==> config.mk <==
export PLATFORM = sky130hd
export DESIGN_NAME = hazard_ctrl
export DESIGN_NICKNAME = d
export VERILOG_FILES = /design/src/rtl/pipe_pkg.sv /design/src/rtl/stall_counter.sv /design/src/rtl/hazard_ctrl.sv
export SDC_FILE = /design/constraint.sdc
export NUM_CORES = 1
export LEC_CHECK = 0
export ABC_CLOCK_PERIOD_IN_PS = 1950
export CELL_PAD_IN_SITES_DETAIL_PLACEMENT = 1
export CELL_PAD_IN_SITES_GLOBAL_PLACEMENT = 1
export CORE_UTILIZATION = 22
export DETAILED_ROUTE_END_ITERATION = 12
export PLACE_DENSITY_LB_ADDON = 0.08
export SLEW_MARGIN = 0
export SYNTH_ARGS = -nofsm -noshare
export SYNTH_HDL_FRONTEND = slang
export SYNTH_SLANG_ARGS = --single-unit
==> constraint.sdc <==
create_clock -name clk -period 1.95 [get_ports clk]
set_clock_uncertainty 0.1 [all_clocks]
set_input_delay 0.39 -clock clk [delete_from_list [all_inputs] [get_ports clk]]
set_output_delay 0.39 -clock clk [all_outputs]
set_load 0.02 [all_outputs]
==> src/rtl/pipe_pkg.sv <==
// Shared types for the pipeline hazard controller: state encodings,
// counter width and the load-use compare.
package pipe_pkg;

    typedef enum logic [1:0] {
        ST_RUN     = 2'd0,
        ST_LDSTALL = 2'd1,
        ST_MEMWAIT = 2'd3
    } state_e;

    localparam int unsigned REG_W = 3;
    localparam int unsigned CNT_W = 2;

    // True when the instruction in decode reads a register that the load
    // sitting at the decode/ALU buffer output has not yet produced.
    function automatic logic load_use_hazard(
        input logic             ex_mem_read,
        input logic [REG_W-1:0] rdst,
        input logic [REG_W-1:0] rsrc1,
        input logic [REG_W-1:0] rsrc2,
        input logic             use1,
        input logic             use2
    );
        return ex_mem_read && ((use1 && (rsrc1 == rdst)) || (use2 && (rsrc2 == rdst)));
    endfunction

endpackage

==> src/rtl/stall_counter.sv <==
// 2-bit down-counter shared by the load-use stall and memory freeze waits.
// Load wins over decrement; decrement saturates at zero.
module stall_counter
    import pipe_pkg::*;
(
    input  logic             clk,
    input  logic             rst,
    input  logic             i_load,
    input  logic [CNT_W-1:0] i_load_val,
    input  logic             i_dec,
    output logic             o_last,
    output logic             o_zero
);

    logic [CNT_W-1:0] count_q;
    logic [CNT_W-1:0] count_d;

    always_comb begin
        count_d = count_q;
        if (i_load) begin
            count_d = i_load_val;
        end else if (i_dec && (count_q != '0)) begin
            count_d = count_q - 1'b1;
        end
    end

    always_ff @(posedge clk) begin
        if (rst) begin
            count_q <= '0;
        end else begin
            count_q <= count_d;
        end
    end

    assign o_zero = (count_q == '0);
    assign o_last = (count_q == CNT_W'(1));

endmodule

==> src/rtl/hazard_ctrl.sv <==
// Pipeline hazard controller: load-use bubbles, taken-branch flushes and
// multi-word memory freezes, all decided combinationally in the same cycle.
module hazard_ctrl
    import pipe_pkg::*;
#(
    parameter int unsigned LU_STALL  = 1,
    parameter int unsigned MEM_EXTRA = 1
) (
    input  logic             clk,
    input  logic             rst,
    input  logic [REG_W-1:0] i_dec_rsrc1,
    input  logic [REG_W-1:0] i_dec_rsrc2,
    input  logic             i_dec_use1,
    input  logic             i_dec_use2,
    input  logic [REG_W-1:0] i_ex_rdst,
    input  logic             i_ex_mem_read,
    input  logic             i_br_taken,
    input  logic             i_mem_multi,
    output logic             o_pc_hold,
    output logic             o_fd_en,
    output logic             o_da_en,
    output logic             o_am_en,
    output logic             o_fd_flush,
    output logic             o_da_flush,
    output logic [1:0]       o_state
);

    state_e           state_q;
    state_e           state_d;
    logic             hazard;
    logic             cnt_load;
    logic [CNT_W-1:0] cnt_load_val;
    logic             cnt_dec;
    logic             cnt_last;
    logic             cnt_zero;

    assign hazard = load_use_hazard(i_ex_mem_read, i_ex_rdst, i_dec_rsrc1,
                                    i_dec_rsrc2, i_dec_use1, i_dec_use2);

    stall_counter u_cnt (
        .clk        (clk),
        .rst        (rst),
        .i_load     (cnt_load),
        .i_load_val (cnt_load_val),
        .i_dec      (cnt_dec),
        .o_last     (cnt_last),
        .o_zero     (cnt_zero)
    );

    always_ff @(posedge clk) begin
        if (rst) begin
            state_q <= ST_RUN;
        end else begin
            state_q <= state_d;
        end
    end

    always_comb begin
        state_d      = state_q;
        cnt_load     = 1'b0;
        cnt_load_val = '0;
        cnt_dec      = 1'b0;
        o_pc_hold    = 1'b0;
        o_fd_en      = 1'b1;
        o_da_en      = 1'b1;
        o_am_en      = 1'b1;
        o_fd_flush   = 1'b0;
        o_da_flush   = 1'b0;

        case (state_q)
            ST_RUN, ST_LDSTALL: begin
                if (i_mem_multi) begin
                    o_pc_hold    = 1'b1;
                    o_fd_en      = 1'b0;
                    o_da_en      = 1'b0;
                    o_am_en      = 1'b0;
                    state_d      = ST_MEMWAIT;
                    cnt_load     = 1'b1;
                    cnt_load_val = CNT_W'(MEM_EXTRA);
                end else if (i_br_taken) begin
                    o_fd_flush = 1'b1;
                    o_da_flush = 1'b1;
                    state_d    = ST_RUN;
                end else if ((state_q == ST_LDSTALL) || hazard) begin
                    o_pc_hold  = 1'b1;
                    o_fd_en    = 1'b0;
                    o_da_flush = 1'b1;
                    if (state_q == ST_RUN) begin
                        // The detecting cycle is itself the first bubble.
                        if (LU_STALL > 1) begin
                            state_d      = ST_LDSTALL;
                            cnt_load     = 1'b1;
                            cnt_load_val = CNT_W'(LU_STALL - 1);
                        end
                    end else begin
                        cnt_dec = 1'b1;
                        if (cnt_last || cnt_zero) begin
                            state_d = ST_RUN;
                        end
                    end
                end
            end
            ST_MEMWAIT: begin
                o_pc_hold = 1'b1;
                o_fd_en   = 1'b0;
                o_da_en   = 1'b0;
                o_am_en   = 1'b0;
                cnt_dec   = 1'b1;
                if (cnt_last || cnt_zero) begin
                    state_d = ST_RUN;
                end
            end
            default: begin
                state_d = ST_RUN;
            end
        endcase

        // Reset flushes the resetless pipeline buffers.
        if (rst) begin
            state_d    = ST_RUN;
            cnt_load   = 1'b0;
            cnt_dec    = 1'b0;
            o_pc_hold  = 1'b0;
            o_fd_en    = 1'b1;
            o_da_en    = 1'b1;
            o_am_en    = 1'b1;
            o_fd_flush = 1'b1;
            o_da_flush = 1'b1;
        end
    end

    assign o_state = rst ? 2'(ST_RUN) : state_q;

endmodule

# ---- Word level (Yosys, flattened, before mapping)
# Cells that the tools add are included.
# W data, S select, Z words.
dict set report word_totals {
  ff_bits 4
  input_bits 16
  output_inout_bits 8
  wordCells 64
}
dict set report classes {
  n_addsub 1
  eq_ne 7
  muxes 41
  reduce_logical 13
}
# cell n
set op_table {}
lappend op_table {{$mux W1} 28}
lappend op_table {{$mux W2} 8}
lappend op_table {{$ne A4 B4 Y1 const B} 2}
lappend op_table {{$pmux W1 S2} 4}
lappend op_table {{$eq A3 B3 Y1} 2}
lappend op_table {{$eq A2 B1 Y1 const B} 2}
lappend op_table {{$logic_and A1 B1 Y1} 4}
lappend op_table {{$logic_not A2 Y1} 2}
lappend op_table {{$pmux W2 S2} 1}
lappend op_table {{$reduce_bool A2 Y1} 2}
lappend op_table {{$logic_or A1 B1 Y1} 3}
lappend op_table {{$eq A2 B2 Y1 const B} 1}
lappend op_table {{$reduce_and A2 Y1} 1}
lappend op_table {{$reduce_or A2 Y1} 1}
lappend op_table {{$sub A2 B1 Y2 const B} 1}

# ---- Longest topological paths before layout
dict set report depth {
  word_depth 13
  ltp_mapped 6
  mapped_depth_nobuf 6
}

# ---- Modules after synthesis
# Synthesis repeated with hierarchy kept, for this count alone.
dict set report unflattened {
  hier_cells 52
  area_unflattened_um2 394.1
}
# module n_inst cells_each area_each_um2 seq_area_each_um2
set modules_own_cells {}
lappend modules_own_cells {hazard_ctrl 1 37 255.2 40.0}
lappend modules_own_cells {stall_counter 1 15 138.9 40.0}

# ---- Least setup slack after synthesis
# No wires, ideal clock.
dict set report synth_path {
  kind {input-to-output}
  startpoint {input i_dec_rsrc2[1]}
  endpoint {output o_fd_en}
  t_arrival_ns 1.220
  required_time_ns 1.460
  setup_slack_ns 0.240
  path_stages 4
  n_path_buf 0
  path_cell_list {xnor2_1 > and4_4 > o2111a_1 > nor2_1}
}
dict set report synth_between {
  elab_chain_cells 10
}
# item line
set synth_lines {}
lappend synth_lines {{from (decl)} hazard_ctrl.sv:12} ;# input logic [REG_W-1:0] i_dec_rsrc2,
lappend synth_lines {{$eq A3 B3 Y1} pipe_pkg.sv:24} ;# return ex_mem_read && ((use1 && (rsrc1 == rdst)) || (use2 && (rsrc2 == rdst)));
lappend synth_lines {{$logic_and A1 B1 Y1} pipe_pkg.sv:24}
lappend synth_lines {{$logic_or A1 B1 Y1} pipe_pkg.sv:24}
lappend synth_lines {{$logic_and A1 B1 Y1} pipe_pkg.sv:24}
lappend synth_lines {{$logic_or A1 B1 Y1} hazard_ctrl.sv:84} ;# end else if ((state_q == ST_LDSTALL) || hazard) begin
lappend synth_lines {{$mux W1} hazard_ctrl.sv:84}
lappend synth_lines {{$mux W1} hazard_ctrl.sv:80} ;# end else if (i_br_taken) begin
lappend synth_lines {{$mux W1} hazard_ctrl.sv:72} ;# if (i_mem_multi) begin
lappend synth_lines {{$pmux W1 S2} hazard_ctrl.sv:70} ;# case (state_q)
lappend synth_lines {{$mux W1} hazard_ctrl.sv:119} ;# if (rst) begin
lappend synth_lines {{to (decl)} hazard_ctrl.sv:20} ;# output logic o_fd_en,
# No other way between the ends.

# ---- Worst setup path in the final report
dict set report layout_path {
  startpoint {input i_dec_rsrc1[2]}
  endpoint {output o_pc_hold}
}
dict set report layout_between {
  elab_chain_cells 10
}
# item line
set layout_lines {}
lappend layout_lines {{from (decl)} hazard_ctrl.sv:11} ;# input logic [REG_W-1:0] i_dec_rsrc1,
lappend layout_lines {{$eq A3 B3 Y1} pipe_pkg.sv:24}
lappend layout_lines {{$logic_and A1 B1 Y1} pipe_pkg.sv:24}
lappend layout_lines {{$logic_or A1 B1 Y1} pipe_pkg.sv:24}
lappend layout_lines {{$logic_and A1 B1 Y1} pipe_pkg.sv:24}
lappend layout_lines {{$logic_or A1 B1 Y1} hazard_ctrl.sv:84}
lappend layout_lines {{$mux W1} hazard_ctrl.sv:84}
lappend layout_lines {{$mux W1} hazard_ctrl.sv:80}
lappend layout_lines {{$mux W1} hazard_ctrl.sv:72}
lappend layout_lines {{$pmux W1 S2} hazard_ctrl.sv:70}
lappend layout_lines {{$mux W1} hazard_ctrl.sv:119}
lappend layout_lines {{to (decl)} hazard_ctrl.sv:19} ;# output logic o_pc_hold,
# No other way between the ends.

==> reports/metrics.csv <==
stage,metric,value,unit
finish,"commonest non-fill, non-tap cell in the layout",buf_4,
finish,FF+latch area,80.1,sq um
clock_network,CTS tree,yes,
synthesis,Synth warnings,0,
placed_design,Placed Area,659,sq um
grt,antenna violations before repair,0,
placed_design,Placer Congestion,0.716,
detailed_routing,vias per cell,4.68,
synthesis,Post-Syn Area,369,sq um
critical_path,CP Data Arrival Time,1.49,ns
grt,largest net degree at the start of global routing,9,
critical_path,CP required,1.46,ns
clock_network,H-tree levels,1,
floorplan,die area,1850,sq um
sta,share of the cycle needed by the critical path after routing,101,%
detailed_routing,drt drc,0,
critical_path,Setup CP Type,in -> out,
sta,Final Hold Viols,0,
job,maxcap violations,0,
sta,setup_tns,-0.0285,ns
clock_network,clock sink count,4,
synthesis,main area contributors after synthesis,"dfxtp_1 (22%), xnor2_1 (17%), a21oi_1 (8.1%), ha_1 (6.8%), and4_4 (6.1%)",
synthesis,area share of the largest cell type after synthesis,21.7,%
clock_network,Max clock buf depth,2,
synthesis,cell taking the most area after synthesis,dfxtp_1,
grt,vias in the first global route,452,
synthesis,mux share of post-synthesis cell area,3.05,%
floorplan,Chip Height,43.0,um
grt,Total GRT Usage,15.0,%
sta,final worst path period need,1.98,ns
finish,final core occ,42.4,%
placed_design,pre-CTS WS,-0.731,ns
synthesis,post-synthesis xor/xnor area fraction,16.6,%
floorplan,top-level port count,24,
synthesis,"Avg Cell Area, Syn",7.53,sq um
sta,worst-margin pin slew,0.257,ns
sta,RSZ-0062 raised after global routing,true,
outcome,outcome,"finished, violations left",
finish,share of cells above drive strength 1,34.6,%
sta,final slew viol count,0,
clock_network,later-pin clock latency in the skew report,0.24,ns
clock_network,clock-pin transition on the worst setup and hold timing paths,0.03,ns
grt,first-pass GRT wire length,1900,um
worst_hold_path,WHS Path Cells,3,
critical_path,Critical Path Fanout Max,2,
sta,Final setup viols,1,
finish,ANT cells,0,
finish,# nets final,101,
floorplan,Row Count,14,
sta,Slew HR,82.7,%
outcome,failing checks,setup timing,
detailed_routing,Post-DRT Antenna Nets,0,
power,Final Power,0.317,mW
detailed_routing,final WL,1110,um
power,Pleak,0.299,nW
worst_hold_path,Min-Delay Path Class,reg -> reg,
synthesis,Synth Area in Adders,6.78,%
detailed_routing,via count,454,
clock_network,# hold bufs at CTS,0,
synthesis,post-synthesis cell type count,20,
synthesis,simple-gate area share of the yosys netlist,24.4,%
floorplan,Die X,43.0,um
critical_path,crit start category,primary input,
detailed_routing,drt pass-1 iters,2,
synthesis,cell count after synthesis,49,
finish,area delta synth->final,76.9,%
placed_design,DP HPWL,882,um
floorplan,core area,1540,sq um
floorplan,Initial Util,23.9,%
critical_path,Crit. End Element,primary output,
placed_design,IO Port Bufs,23,
sta,setup ws final,-0.0285,ns
synthesis,Compound-Gate Fraction of Synth Area,18.0,%
sta,Peak Freq,0.505,GHz
synthesis,register bit total from synthesis,4,
finish,area of the multi-input gates,268,sq um
synthesis,largest family of logic cells by synthesized area,simple AND/OR/NAND/NOR gates,
power,Peak VDD IR,266,uV
critical_path,Reg2Reg Depth,6,
clock_network,cts bufs inserted,3,
finish,"commonest non-fill, non-tap cells in the layout","buf_4 (10), dlygate4sd2_1 (9), xnor2_1 (7)",
synthesis,sequential area share after synthesis,21.7,%
clock_network,CTS Root Cell,clkbuf_4,
synthesis,Synth Net Count,67,
power,P per Cell Area,485,nW/um^2
detailed_routing,DR WL/cell,11.4,um
finish,design area,653,sq um
detailed_routing,initial drt markers,1,
finish,fillers,209,
grt,grt ovf,0,
-- sequential cells by signal (all words and copies together), names as in the netlist --
signal and count:
u_cnt.count_q 2, state_q 2
-- layout make-up --
type / count / share of cell area (%)
Multi-Input combinational cell: 37 / 41.0
Timing Repair Buffer: 31 / 36.8
Sequential cell: 4 / 12.3
Clock buffer: 3 / 3.45
Inverter: 6 / 3.45
Tap cell: 16 / 3.07
-- Yosys cell counts --
cell and count:
xnor2_1 7, nor3_1 1, inv_1 6, a21o_1 1
and4_4 2, o21ai_1 1, o211ai_1 1, buf_4 1
buf_2 1, nand2_1 4, o21ai_0 1, dfxtp_1 4
or2_1 1, ha_1 2, nand2b_1 1, nor3b_2 1
mux2_1 1, a21oi_1 6, nor2_1 6, o2111a_1 1
-- cell families after synthesis --
group / count (synthesis)
compound gates: 11
simple gates: 16
xor+xnor: 7
buf+inv: 8
flops: 4
mux: 1
fa+ha+maj: 2
-- per-layer routing --
metal  share of wire (%)  track usage, %
met5                   0               0
met3                 8.2            5.96
met4                 4.0            12.7
met2                  47            23.3
met1                  40            15.6
-- timing repair --
action                     CTS  global route
setup buffers                1             0
gates resized for setup     47            12
setup endpoints to repair    8             5
pin swaps                   10             8
-- path summary, 6_finish.rpt --
kind / start / end / slack (ns)
max: i_dec_rsrc1[2] / o_pc_hold / -0.03
min: u_cnt.count_q[1]$_SDFFE_PP0P_ / u_cnt.count_q[1]$_SDFFE_PP0P_ / 0.46
max reg2reg: u_cnt.count_q[0]$_SDFFE_PP0P_ / u_cnt.count_q[1]$_SDFFE_PP0P_ / 0.48
min reg2reg: u_cnt.count_q[1]$_SDFFE_PP0P_ / u_cnt.count_q[1]$_SDFFE_PP0P_ / 0.46
-- worst max-delay path, cell delays in order --
cell           delay, ns
dlygate4sd2_1       0.24
xnor2_1             0.12
and4_4              0.15
o2111a_1            0.23
or2_1               0.24
buf_6               0.13
-- stage by stage --
step / instances / hold slack, ns
floorplan: 49 / 0.391
finish: 97 / 0.464
global placement: 93 / 0.439
CTS: 97 / 0.459
detailed placement: 93 / 0.455
global route: 97 / 0.503
-- power by group --
group | total (mW) | internal [mW] | switching [mW]
logic | 0.123 | 0.0643 | 0.0592
registers | 0.0895 | 0.0869 | 0.00255
clock network | 0.104 | 0.0689 | 0.0351
total | 0.317 | 0.220 | 0.0968
Note: power is estimated with default switching activity, not from simulation.
